<file path="src/rtl/button_events_pkg.sv">
// Shared constants, FSM encoding and helpers for the button event queue.
// Button indices double as the event codes presented to the consumer.
package button_events_pkg;

  localparam int BTN_W      = 6;
  localparam int CODE_W     = 3;
  localparam int FIFO_DEPTH = 4;

  localparam logic [CODE_W-1:0] BTN_UP    = 3'd0;
  localparam logic [CODE_W-1:0] BTN_DOWN  = 3'd1;
  localparam logic [CODE_W-1:0] BTN_LEFT  = 3'd2;
  localparam logic [CODE_W-1:0] BTN_RIGHT = 3'd3;
  localparam logic [CODE_W-1:0] BTN_OK    = 3'd4;
  localparam logic [CODE_W-1:0] BTN_BACK  = 3'd5;

  typedef enum logic [1:0] {
    ST_IDLE   = 2'd0,
    ST_DELAY  = 2'd1,
    ST_REPEAT = 2'd2
  } rep_state_e;

  typedef struct packed {
    logic              is_rep;
    logic [CODE_W-1:0] code;
  } evt_t;

  // Index of the lowest set bit; 0 when the vector is empty.
  function automatic logic [CODE_W-1:0] lowest_idx(input logic [BTN_W-1:0] v);
    logic [CODE_W-1:0] idx;
    idx = '0;
    for (int i = BTN_W - 1; i >= 0; i--) begin
      if (v[i]) idx = CODE_W'(i);
    end
    return idx;
  endfunction

  function automatic logic is_onehot(input logic [BTN_W-1:0] v);
    return (v != '0) && ((v & (v - 1'b1)) == '0);
  endfunction

endpackage

</file>
<file path="src/rtl/evt_fifo.sv">
// First-word fall-through FIFO with occupancy output; head reads as zero when empty.
module evt_fifo #(
  parameter int WIDTH = 4,
  parameter int DEPTH = 4,
  localparam int PTR_W = (DEPTH > 1) ? $clog2(DEPTH) : 1,
  localparam int LVL_W = $clog2(DEPTH + 1)
) (
  input  logic             clk,
  input  logic             rst_n,
  input  logic             i_push,
  input  logic [WIDTH-1:0] i_data,
  input  logic             i_pop,
  output logic [WIDTH-1:0] o_data,
  output logic [LVL_W-1:0] o_level,
  output logic             o_full,
  output logic             o_empty
);

  logic [WIDTH-1:0] r_mem [DEPTH];
  logic [PTR_W-1:0] r_wr_ptr;
  logic [PTR_W-1:0] r_rd_ptr;
  logic [LVL_W-1:0] r_level;
  logic             w_do_push;
  logic             w_do_pop;

  function automatic logic [PTR_W-1:0] next_ptr(input logic [PTR_W-1:0] p);
    return (p == PTR_W'(DEPTH - 1)) ? '0 : p + 1'b1;
  endfunction

  assign o_empty   = (r_level == '0);
  assign o_full    = (r_level == LVL_W'(DEPTH));
  assign w_do_pop  = i_pop & ~o_empty;
  assign w_do_push = i_push & (~o_full | w_do_pop);

  // NOTE: storage has no reset; only pointers and level need a defined state,
  // and the empty-gated output keeps unwritten entries from ever being seen.
  always_ff @(posedge clk) begin
    if (w_do_push) r_mem[r_wr_ptr] <= i_data;
  end

  always_ff @(posedge clk or negedge rst_n) begin
    if (!rst_n) begin
      r_wr_ptr <= '0;
      r_rd_ptr <= '0;
      r_level  <= '0;
    end else begin
      if (w_do_push) r_wr_ptr <= next_ptr(r_wr_ptr);
      if (w_do_pop)  r_rd_ptr <= next_ptr(r_rd_ptr);
      case ({w_do_push, w_do_pop})
        2'b10:   r_level <= r_level + 1'b1;
        2'b01:   r_level <= r_level - 1'b1;
        default: r_level <= r_level;
      endcase
    end
  end

  assign o_data  = o_empty ? '0 : r_mem[r_rd_ptr];
  assign o_level = r_level;

endmodule

</file>
<file path="src/rtl/button_events.sv">
// Button press/auto-repeat event generator: pending-bit arbiter feeding a small
// FWFT event queue, plus a prescaled repeat FSM for a single held button.
module button_events
  import button_events_pkg::*;
#(
  parameter int TICK_DIV    = 50000,
  parameter int DELAY_TICKS = 24,
  parameter int RATE_TICKS  = 6
) (
  input  logic              clk,
  input  logic              rst_n,
  input  logic [BTN_W-1:0]  debounced,
  input  logic [BTN_W-1:0]  pos_edge,
  input  logic              evt_ready,
  output logic              evt_valid,
  output logic [CODE_W-1:0] evt_code,
  output logic              evt_repeat,
  output logic [2:0]        level,
  output logic              overflow,
  input  logic              ovf_clr
);

  logic [1:0]        r_rst_sync;
  logic              w_run;
  logic [15:0]       r_presc;
  logic              w_tick;
  rep_state_e        r_state, w_state_nxt;
  logic [7:0]        r_tick_cnt, w_tick_cnt_nxt;
  logic [CODE_W-1:0] r_idx, w_idx_nxt;
  logic              w_held;
  logic [CODE_W-1:0] w_held_idx;
  logic [BTN_W-1:0]  w_rep_pulse;
  logic [BTN_W-1:0]  r_pend;
  logic [BTN_W-1:0]  r_rep_flag;
  logic [BTN_W-1:0]  w_set;
  logic [BTN_W-1:0]  w_grant;
  logic [CODE_W-1:0] w_grant_idx;
  logic              w_can_grant;
  logic              w_ovf_hit;
  logic              r_ovf;
  logic              w_pop;
  logic              w_fifo_full;
  logic              w_fifo_empty;
  evt_t              w_push_data;
  evt_t              w_head;

  // Release is synchronised; nothing is captured until two edges after rst_n rises.
  always_ff @(posedge clk or negedge rst_n) begin
    if (!rst_n) r_rst_sync <= '0;
    else        r_rst_sync <= {r_rst_sync[0], 1'b1};
  end
  assign w_run = r_rst_sync[1];

  assign w_tick = w_run && (r_presc == 16'(TICK_DIV - 1));

  always_ff @(posedge clk or negedge rst_n) begin
    if (!rst_n)     r_presc <= '0;
    else if (w_run) r_presc <= w_tick ? '0 : r_presc + 1'b1;
  end

  assign w_held     = is_onehot(debounced);
  assign w_held_idx = lowest_idx(debounced);

  // NOTE: every always_comb output gets a default first so no path infers a latch.
  always_comb begin
    w_state_nxt    = r_state;
    w_tick_cnt_nxt = r_tick_cnt;
    w_idx_nxt      = r_idx;
    w_rep_pulse    = '0;
    case (r_state)
      ST_IDLE: begin
        if (w_held) begin
          w_state_nxt    = ST_DELAY;
          w_tick_cnt_nxt = 8'(DELAY_TICKS);
          w_idx_nxt      = w_held_idx;
        end
      end
      ST_DELAY, ST_REPEAT: begin
        if (!w_held || (w_held_idx != r_idx)) begin
          w_state_nxt = ST_IDLE;
        end else if (w_tick) begin
          if (r_tick_cnt == 8'd1) begin
            w_rep_pulse    = BTN_W'(1) << r_idx;
            w_state_nxt    = ST_REPEAT;
            w_tick_cnt_nxt = 8'(RATE_TICKS);
          end else begin
            w_tick_cnt_nxt = r_tick_cnt - 1'b1;
          end
        end
      end
      default: w_state_nxt = ST_IDLE;
    endcase
  end

  // NOTE: sequential state uses non-blocking assignments only.
  always_ff @(posedge clk or negedge rst_n) begin
    if (!rst_n) begin
      r_state    <= ST_IDLE;
      r_tick_cnt <= '0;
      r_idx      <= '0;
    end else if (w_run) begin
      r_state    <= w_state_nxt;
      r_tick_cnt <= w_tick_cnt_nxt;
      r_idx      <= w_idx_nxt;
    end
  end

  assign w_pop       = evt_valid & evt_ready;
  assign w_can_grant = w_run & (~w_fifo_full | w_pop);
  assign w_grant_idx = lowest_idx(r_pend);
  assign w_grant     = (w_can_grant && (r_pend != '0)) ? (BTN_W'(1) << w_grant_idx) : '0;
  assign w_set       = (pos_edge | w_rep_pulse) & {BTN_W{w_run}};
  assign w_ovf_hit   = |(w_set & r_pend & ~w_grant);

  // A set bit not coming from pos_edge came from the repeat FSM; a press wins a tie.
  always_ff @(posedge clk or negedge rst_n) begin
    if (!rst_n) begin
      r_pend     <= '0;
      r_rep_flag <= '0;
      r_ovf      <= 1'b0;
    end else begin
      r_pend     <= (r_pend & ~w_grant) | w_set;
      r_rep_flag <= (r_rep_flag & ~w_set) | (w_set & ~pos_edge);
      if (w_ovf_hit)    r_ovf <= 1'b1;
      else if (ovf_clr) r_ovf <= 1'b0;
    end
  end

  assign w_push_data.is_rep = r_rep_flag[w_grant_idx];
  assign w_push_data.code   = w_grant_idx;

  evt_fifo #(
    .WIDTH ($bits(evt_t)),
    .DEPTH (FIFO_DEPTH)
  ) u_fifo (
    .clk     (clk),
    .rst_n   (rst_n),
    .i_push  (|w_grant),
    .i_data  (w_push_data),
    .i_pop   (w_pop),
    .o_data  (w_head),
    .o_level (level),
    .o_full  (w_fifo_full),
    .o_empty (w_fifo_empty)
  );

  assign evt_valid  = ~w_fifo_empty;
  assign evt_code   = w_head.code;
  assign evt_repeat = w_head.is_rep;
  assign overflow   = r_ovf;

endmodule

</file>
<file path="config.mk">
export PLATFORM = sky130hd
export DESIGN_NAME = button_events
export DESIGN_NICKNAME = d
export VERILOG_FILES = /design/src/rtl/button_events_pkg.sv /design/src/rtl/evt_fifo.sv /design/src/rtl/button_events.sv
export SDC_FILE = /design/constraint.sdc
export NUM_CORES = 1
export LEC_CHECK = 0
export ABC_AREA = 1
export CAP_MARGIN = 15
export CORE_UTILIZATION = 40
export DETAILED_ROUTE_END_ITERATION = 7
export GPL_ROUTABILITY_DRIVEN = 0
export GPL_TIMING_DRIVEN = 1
export PLACE_DENSITY_LB_ADDON = 0.2
export RECOVER_POWER = 100
export SLEW_MARGIN = 15
export SYNTH_ARGS = -nofsm -noshare
export SYNTH_HDL_FRONTEND = slang
export SYNTH_HIERARCHICAL = 1
export SYNTH_SLANG_ARGS = --single-unit
</file>
<file path="constraint.sdc">
create_clock -name clk -period 5.5 [get_ports clk]
set_clock_uncertainty 0.2 [all_clocks]
set_input_delay 1.375 -clock clk [delete_from_list [all_inputs] [get_ports clk]]
set_output_delay 1.375 -clock clk [all_outputs]
set_load 0.05 [all_outputs]
</file>
==> reports/qor.csv, run 1 <==
metric,value,unit
grt_setup_unrepaired,false,
drc,0,
core,0.009240,mm2
die-area,0.009916,mm2
synth_fa_ha_area_frac,0.03482,
maxSlewViolCount,52,
synth_edf_count,16,
power,2.090,mW
clock.fmax,243.0,MHz
p_leak,2.114,nW
clock_latency,0.33,ns
yosysWarnings,6,
async_flop_share,0.7612,
setup_tns,0,ns
worstPathRequired,5.51,ns
post-cts-setup-buffers,0,
worstPathMaxFanout,9,
wl_per_cell,11.66,um
end_kind,flop,
synth-simple-area-share,0.2881,
syn-num-nets,522,
final_cells,663,
drive_above_1_share,0.05431,
multiInputGateArea,0.001622,mm2
grt_max_degree,52,
drt_iter0_markers,190,
portBuffers,24,
netlist_area,0.003809,mm2
clockRootBuffer,clkbuf_8,
crit_type,input pin to flop,
powerDensity,486.6,mW/mm2
fillers,960,
clockBufferDepth,2,
hold_viol_final,0,
antenna_left,0,
violations,"capacitance limit, slew limit",
vias_per_cell,4.766,
dpl.cell_count,647,
status,finished with violations,
setup_ws,1.384,ns
ff2ff_setup_slack,2.40,ns
antenna_found_initial,0,
synth.distinct_cells,40,
hp-class,flop to flop,
finalSetupViolCount,0,
synth-seq-cells,67,
dpl.hpwl,5749,um
cp.arrival,4.12,ns
register_area,0.001757,mm2
grt_pass1_wl,13610,um
layout_min_cycle_time,4.116,ns
period_share,0.7483,
io_pins,25,
synthFlopType,dfrtp_1,
cts.sinks,67,
die_h,99.58,um
synth_seq_area_share,0.4612,
cts_resized,0,
numCtsBuffers,9,
grt_pass1_vias,3154,
synth_xor_area_frac,0.01380,
grt-ovfl-total,0,
ir_worst_vdd,0.2566,mV
vias,3160,
clk_pin_slew,0.07,ns
start_util,0.4122,
htree_num_levels,3,
hold_buffers,0,
cap_violations,1,
grt_usage,0.1719,
synth_compound_area_frac,0.1094,
syn_inst,496,
synth_top_family_by_area,simple AND/OR/NAND/NOR gates,
avgSynthCellArea,7.679,um2
slew_headroom,-0.8764,
drt-total-wl,7729,um
cts_tree,yes,
num_antenna_cells,0,
dp_slack,1.627,ns
nets,555,
synth.area.mux_share,0.002957,
critPathLaunchType,input pin,
worstMarginPinSlew,2.815,ns
row_count,35,
areaGrowthSynthToFinish,12.75,%
dr.pass1.iters,4,
dieWidth,99.58,um
==> final cells by class <==
type / count / share of cell area
Clock buffer: 10 / 0.02972
Clock inverter: 6 / 0.01544
Inverter: 85 / 0.07488
Multi-Input combinational cell: 341 / 0.3776
Sequential cell: 67 / 0.4091
Tap cell: 129 / 0.03759
Timing Repair Buffer: 25 / 0.05565
==> layout by cell type, fill, tap and decap left out, types with 2 or more instances in the layout <==
master / count
nand2_1: 123
inv_1: 83
nor2_1: 74
dfrtp_1: 51
o21ai_0: 38
nand3_1: 31
a21oi_1: 26
edfxtp_1: 16
clkdlybuf4s50_1: 12
dlygate4sd3_1: 11
nor3_1: 9
ha_1: 9
clkbuf_8: 9
xor2_1: 5
nand2_2: 3
nand4_1: 3
clkinvlp_4: 3
o21bai_1: 2
nor2_2: 2
nand3_2: 2
clkbuf_1: 2
==> synth_stat cells, types with 5 or more instances <==
cell type  instances  area [um2]
nor2_1            69       259.0
dfrtp_1           51        1276
nand2_1          122       457.9
nand3_1           29       145.1
o21ai_1            6       30.03
ha_1               9       112.6
inv_1             82       307.8
nor3_1             6       30.03
xor2_1             5       43.79
o21ai_0           28       140.1
a21oi_1           26       130.1
edfxtp_1          16       480.5
==> cells by family after synthesis <==
kind of cell,count (synthesis)
other cells,1
simple gates,250
buf+inv,88
xor+xnor,6
compound gates,73
mux,1
fa+ha+maj,10
flops,67
==> sequential cells by signal (all words and copies together) (netlist names), named ones only <==
signal and count:
u_fifo/r_wr_ptr 2, r_state 2, u_fifo/o_level 3, r_presc 16
r_idx 3, r_rst_sync 2, u_fifo/r_mem 16, overflow 1
r_tick_cnt 8, r_pend 6, u_fifo/r_rd_ptr 2
==> where the power goes <==
part | internal, mW | switching (mW) | total, mW | leakage (nW)
clock | 0.209 | 0.194 | 0.404 | 0.0885
sequential | 0.660 | 0.106 | 0.766 | 0.775
combinational | 0.297 | 0.623 | 0.920 | 1.25
==> layer usage <==
metal	share of wire	GRT usage
met1	0.47	0.2035
met2	0.49	0.3024
met3	0.025	0.04427
met4	0.013	0.05995
met5	0	0
==> per-stage QoR <==
stage | util | hold WS, ns | cell area, um2
after floorplan | - | 0.1312 | 3809
after global routing | 0.4647 | 0.1678 | 4294
after CTS | 0.4752 | 0.1529 | 4390
final | 0.4647 | 0.1518 | 4294
after global placement | 0.4542 | 0.1318 | 4197
after detailed placement | 0.4542 | 0.1364 | 4197
==> path summary, 6_finish.rpt <==
check	startpoint	end	depth (start not counted)
setup / recovery	debounced[0]	r_tick_cnt[0]$_DFFE_PN0P_	13
hold / removal	r_rst_sync[0]$_DFF_PN0_	r_rst_sync[1]$_DFF_PN0_	0
setup reg to reg	r_rst_sync[1]$_DFF_PN0_	r_presc[15]$_DFFE_PN0P_	10
hold reg to reg	r_rst_sync[0]$_DFF_PN0_	r_rst_sync[1]$_DFF_PN0_	0
max in group asynchronous	rst_n	r_presc[3]$_DFFE_PN0P_	2
min in group asynchronous	rst_n	u_fifo/r_rd_ptr[1]$_DFFE_PN0N_	2
==> critical path, cell delays in order <==
cell	delay (ns)
dlygate4sd3_1	0.57
nor2_1	0.40
nand2_2	0.09
nand2_1	0.07
nand2_1	0.05
nor2_1	0.21
nand3_1	0.14
nor2_1	0.41
a21oi_2	0.05
nor2_1	0.47
inv_4	0.11
nand2_1	0.08
o21ai_0	0.08
Note: power is estimated with default switching activity, not from simulation.
==> run 2: changes to the inputs <==
==> constraint.sdc (replaced) <==
create_clock -name clk -period 3.72 [get_ports clk]
set_clock_uncertainty 0.2 [all_clocks]
set_input_delay 0.93 -clock clk [delete_from_list [all_inputs] [get_ports clk]]
set_output_delay 0.93 -clock clk [all_outputs]
set_load 0.05 [all_outputs]
==> run 2 against run 1 <==
The flow now finishes without violations. Register-to-register slack lost 1.8 ns. Core utilization up 0.61 points. First-iteration DRC count is 37% lower. Clock-buffer cell count is 1 lower. Critical path type is now flop to output port. Critical endpoint is now evt_repeat. Largest power group unchanged. Highest routed layer unchanged.
==> reports/qor.csv, run 2 (synthesis gave the netlist of run 1 again) <==
metric,value,unit,change
num_antenna_cells,0,,unchanged
worstPathMaxFanout,11,,+2
drt-total-wl,7736,um,about the same
wl_met2,3855,um,+1.6%
worstMarginPinSlew,1.303,ns,-1.512 ns
die-area,0.009916,mm2,unchanged
grt_pass1_wl,13450,um,-1.2%
hold_depth,0,,unchanged
htree_num_levels,3,,unchanged
clockBufferDepth,2,,unchanged
layout_min_cycle_time,3.368,ns,
period_share,0.9053,,
layout_common_cells,"nand2_1 (123), inv_1 (83), nor2_1 (73), dfrtp_1 (51), o21ai_0 (37)",,
cts_tree,yes,,
grt_pass1_vias,2994,,-5.1%
cts_resized,0,,unchanged
drt_iter0_markers,119,,-37%
vias,3107,,-1.7%
dpl.cell_count,650,,+0.46%
drive_above_1_share,0.05959,,+0.005283
finalSetupViolCount,0,,unchanged
slew_headroom,0.1313,,+1.008
power,3.178,mW,+52%
clockRootBuffer,clkbuf_8,,
status,finished clean,,
p_leak,2.133,nW,+0.88%
io_pins,25,,unchanged
crit_type,flop to output port,,
ir_worst_vdd,0.3301,mV,+29%
cts.sinks,67,,unchanged
clock.fmax,296.9,MHz,
topRoutingLayerUsed,met4,,
reg2reg_depth,7,,-3
post-cts-setup-buffers,0,,unchanged
dpl.hpwl,5879,um,+2.3%
dieWidth,99.58,um,unchanged
grt-ovfl-total,0,,unchanged
wl_met1,3551,um,-2.4%
biggestRegsByFlops,"r_presc x16, u_fifo/r_mem x16, r_tick_cnt x8",,
numCtsBuffers,9,,unchanged
portBuffers,24,,unchanged
hp-class,flop to flop,,
cap_violations,0,,-1
route.met3.wl,223,um,+15%
antenna_found_initial,0,,unchanged
final_cells,666,,+0.45%
die_h,99.58,um,unchanged
grt_usage,0.1727,,+0.0007899
row_count,35,,unchanged
crit_path_cell_trace,"inv_1, o21ai_0, a21oi_1, dlygate4sd3_1",,
setup_tns,0,ns,unchanged
grt_max_degree,25,,-52%
crit_slowest_cell,dlygate4sd3_1,,
max_stage_delay,0.88,ns,+0.31 ns
clk_pin_slew,0.07,ns,about the same
grt_setup_unrepaired,false,,
core,0.009240,mm2,unchanged
nets,558,,+0.54%
powerDensity,730.5,mW/mm2,+50%
areaGrowthSynthToFinish,14.22,%,
dr.pass1.iters,4,,unchanged
critPathLaunchType,flop,,
cp.arrival,2.24,ns,-1.88 ns
wl_per_cell,11.62,um,-0.36%
worstPathRequired,2.59,ns,-2.92 ns
maxSlewViolCount,0,,-100%
hold_buffers,0,,unchanged
clock_latency,0.34,ns,about the same
start_util,0.4122,,unchanged
antenna_left,0,,unchanged
vias_per_cell,4.665,,-2.1%
hold_viol_final,0,,unchanged
drc,0,,unchanged
end_kind,output port,,
final_common_cell,nand2_1,,
run 2: power breakdown:
group | total, mW | switching, mW | internal, mW | leakage, nW
clock | 0.683 | 0.302 | 0.382 | 0.106
sequential | 1.13 | 0.153 | 0.976 | 0.775
combinational | 1.37 | 0.924 | 0.442 | 1.25
total | 3.18 | 1.38 | 1.80 | 2.13
run 2: final timing paths:
| check | from | to | slack, ns |
|---|---|---|---|
| max | u_fifo/r_rd_ptr[0]$_DFFE_PN0N_ | evt_repeat | 0.35 |
| min | r_rst_sync[0]$_DFF_PN0_ | r_rst_sync[1]$_DFF_PN0_ | 0.15 |
| max reg2reg | r_rst_sync[1]$_DFF_PN0_ | u_fifo/r_mem[2][3]$_DFFE_PP_ | 0.56 |
| min reg2reg | r_rst_sync[0]$_DFF_PN0_ | r_rst_sync[1]$_DFF_PN0_ | 0.15 |
| max in group asynchronous | rst_n | r_pend[4]$_DFF_PN0_ | 1.54 |
| min in group asynchronous | rst_n | u_fifo/o_level[1]$_DFFE_PN0P_ | 0.26 |
run 2: cell type report:
class,count,area [um2]
repair buffers,28,249.0
flip-flops and latches,67,1757
multi-input cells,341,1639
clock buffers,9,123.9
fillers,945,4890
clock inverters,7,101.3
inverters,85,319.1
well taps,129,161.4
run 2: through the flow:
step / hold slack (ns) / worst slack (ns) / utilization / area, um2
after CTS: 0.1521 / 0.3482 / 0.4810 / 4444
after detailed placement: 0.1364 / 0.5485 / 0.4566 / 4219
after global placement: 0.1336 / 0.5871 / 0.4566 / 4219
after floorplan: 0.1312 / 0.8456 / - / 3809
final: 0.1544 / 0.3522 / 0.4708 / 4350
after global routing: 0.1687 / 0.1130 / 0.4708 / 4350
run 2: critical path: cells and delay by family (launching register included):
kind,cells,cell delay (ns)
AO/OA/AOI/OAI,2,0.29
buffers and inverters,2,1.10
flip-flops,1,0.50
run 2: metal layers:
layer	global-route usage	up-vias
met2	0.2943	39
met4	0.06787	0
li1	-	1639
met3	0.04216	9
met1	0.2109	1420
met5	0	-
==> run 3: changes to the inputs <==
--- a/config.mk
+++ b/config.mk
@@ -7,9 +7,8 @@
 export LEC_CHECK = 0
 export ABC_AREA = 1
 export CAP_MARGIN = 15
-export CORE_UTILIZATION = 40
+export CORE_UTILIZATION = 35
 export DETAILED_ROUTE_END_ITERATION = 7
-export GPL_ROUTABILITY_DRIVEN = 0
 export GPL_TIMING_DRIVEN = 1
 export PLACE_DENSITY_LB_ADDON = 0.2
 export RECOVER_POWER = 100
==> run 3 against run 2 <==
The flow now finishes with violations (capacitance limit, slew limit). Combinational power about the same. First-iteration DRC count up 5.0%. Core utilization down 5.4 points. Cell area down 0.23%. Flip-flop and latch count did not move. Critical path depth did not move. Routed wire length up 2.4%. Clock-buffer cell count rose by 2. Power is 1.8% lower. Final cell count rose by 0.90%. Global-route usage decreased by 1.7 points. Critical path type unchanged. Critical endpoint unchanged. Largest power group unchanged. Highest routed layer unchanged.
==> reports/qor.csv, run 3 (synthesis gave the netlist of run 1 again) <==
metric,value,unit,change
status,finished with violations,,
violations,"capacitance limit, slew limit",,
finalSetupViolCount,0,,unchanged
start_util,0.3656,,-0.04654
reg2reg_depth,11,,+4
layout_min_cycle_time,3.408,ns,+0.03974 ns
hp-class,flop to flop,,
postLayoutCellArea,0.004340,mm2,-0.23%
drt_iter0_markers,125,,+5.0%
p_leak,2.131,nW,about the same
dr.pass1.iters,4,,unchanged
r2r-end,r_presc[15]$_DFFE_PN0P_,,
grt_pass1_wl,13670,um,+1.6%
dpl.hpwl,6077,um,+3.4%
r2r-start,r_rst_sync[1]$_DFF_PN0_,,
die_h,106.3,um,+6.8%
die-area,0.01130,mm2,+14%
core,0.01042,mm2,+13%
post-cts-setup-buffers,0,,unchanged
clock.fmax,293.5,MHz,-1.2%
ff2ff_setup_slack,0.58,ns,+0.02 ns
drc,0,,unchanged
period_share,0.9160,,+0.01068
grt_usage,0.1558,,-0.01693
ir_worst_vdd,0.3205,mV,-2.9%
multiInputGateArea,0.001644,mm2,+0.31%
critPathLaunchType,flop,,
clockRootBuffer,clkbuf_8,,
cp.arrival,2.28,ns,+0.04 ns
setup_ws,0.3125,ns,-0.03974 ns
final_common_cell,nand2_1,,
dpl_cell_area,0.004220,mm2,about the same
fillers,1067,,+13%
grt_max_degree,44,,+76%
maxSlewViolCount,44,,+44
dieWidth,106.3,um,+6.8%
row_count,37,,+5.7%
whs_endpoint,r_rst_sync[1]$_DFF_PN0_,,
cap_violations,1,,+1
antenna_found_initial,0,,unchanged
io_pins,25,,unchanged
cts.sinks,67,,unchanged
hold_buffers,0,,unchanged
clock_latency,0.35,ns,about the same
setup_tns,0,ns,unchanged
grt-ovfl-total,0,,unchanged
areaGrowthSynthToFinish,13.96,%,
drive_above_1_share,0.05784,,-0.001754
portBuffers,24,,unchanged
hold_depth,0,,unchanged
numCtsBuffers,9,,unchanged
end_kind,output port,,
dp_slack,0.5380,ns,-0.01049 ns
cts_resized,0,,unchanged
biggestRegsByFlops,"r_presc x16, u_fifo/r_mem x16, r_tick_cnt x8",,
gp_congestion,0.8487,,
worstPathMaxFanout,11,,unchanged
wl_per_cell,11.78,um,+1.4%
slew_headroom,-0.5194,,-0.6507
register_area,0.001757,mm2,unchanged
vias_per_cell,4.653,,-0.25%
crit_type,flop to output port,,
grt_setup_unrepaired,false,,
nets,557,,-0.18%
worstSetupStartpoint,u_fifo/r_rd_ptr[0]$_DFFE_PN0N_,,
clockBufferDepth,2,,unchanged
worstPathRequired,2.59,ns,about the same
cts_tree,yes,,
htree_num_levels,3,,unchanged
drt-total-wl,7918,um,+2.4%
hold_viol_final,0,,unchanged
antenna_left,0,,unchanged
powerDensity,719.4,mW/mm2,-1.5%
vias,3127,,+0.64%
worstMarginPinSlew,2.279,ns,+0.9761 ns
final_util,0.4167,,-0.05412
hold_start,r_rst_sync[0]$_DFF_PN0_,,
grt_pass1_vias,2996,,+0.067%
layout_common_cells,"nand2_1 (123), inv_1 (83), nor2_1 (73), dfrtp_1 (51), o21ai_0 (37)",,
clk_pin_slew,0.08,ns,about the same
num_antenna_cells,0,,unchanged
## run 3: cell count changes in the layout (fill, tap and decap cells not counted), sizes merged
cell	delta
bufinv	-1
clkinvlp	-2
clkinv	+1
clkbuf	+1
## run 3: final cells by class
class,count,area share
Sequential cell,67,0.4047
Tap cell,136,0.03920
Multi-Input combinational cell,341,0.3788
Clock buffer,11,0.03257
Clock inverter,5,0.01413
Inverter,85,0.07408
Timing Repair Buffer,27,0.05650
## run 3: power breakdown
part	switching [mW]	internal, mW	leakage (nW)
combinational	0.924	0.439	1.25
clock	0.296	0.332	0.104
sequential	0.156	0.976	0.775
total	1.38	1.75	2.13
## run 3: per-layer routing
metal | vias to the layer above | routed length [um] | share of wire | global-route usage
li1 | 1646 | - | - | -
met1 | 1434 | 3612 | 0.46 | 0.1863
met2 | 37 | 3938 | 0.50 | 0.2653
met3 | 10 | 249 | 0.031 | 0.03617
met4 | 0 | 118 | 0.015 | 0.07044
met5 | - | 0 | 0 | 0
## run 3: stage by stage
stage | power [mW] | hold slack [ns] | cells
floorplan | 2.193 | 0.1312 | 496
global placement | 2.568 | 0.1432 | 656
detailed placement | 2.596 | 0.1534 | 656
CTS | 3.232 | 0.1722 | 672
global route | 3.380 | 0.1781 | 672
finish | 3.122 | 0.1642 | 672
## run 3: worst max-delay path, stage by stage (launching register included)
cell           delay [ns]
dfrtp_1              0.50
inv_1                0.25
o21ai_0              0.16
a21oi_1              0.13
dlygate4sd3_1        0.88
## run 3: how the worst max path moves through the flow
stage,to,slack (ns),cells after the start
2_1_floorplan,evt_code[0],0.85,4
3_3_place_gp,u_fifo/o_level[1]$_DFFE_PN0P_,0.58,12
3_5_place_dp,u_fifo/o_level[1]$_DFFE_PN0P_,0.54,12
4_1_cts,evt_repeat,0.35,4
5_1_grt,evt_repeat,0.19,4
6_report,evt_repeat,0.31,4
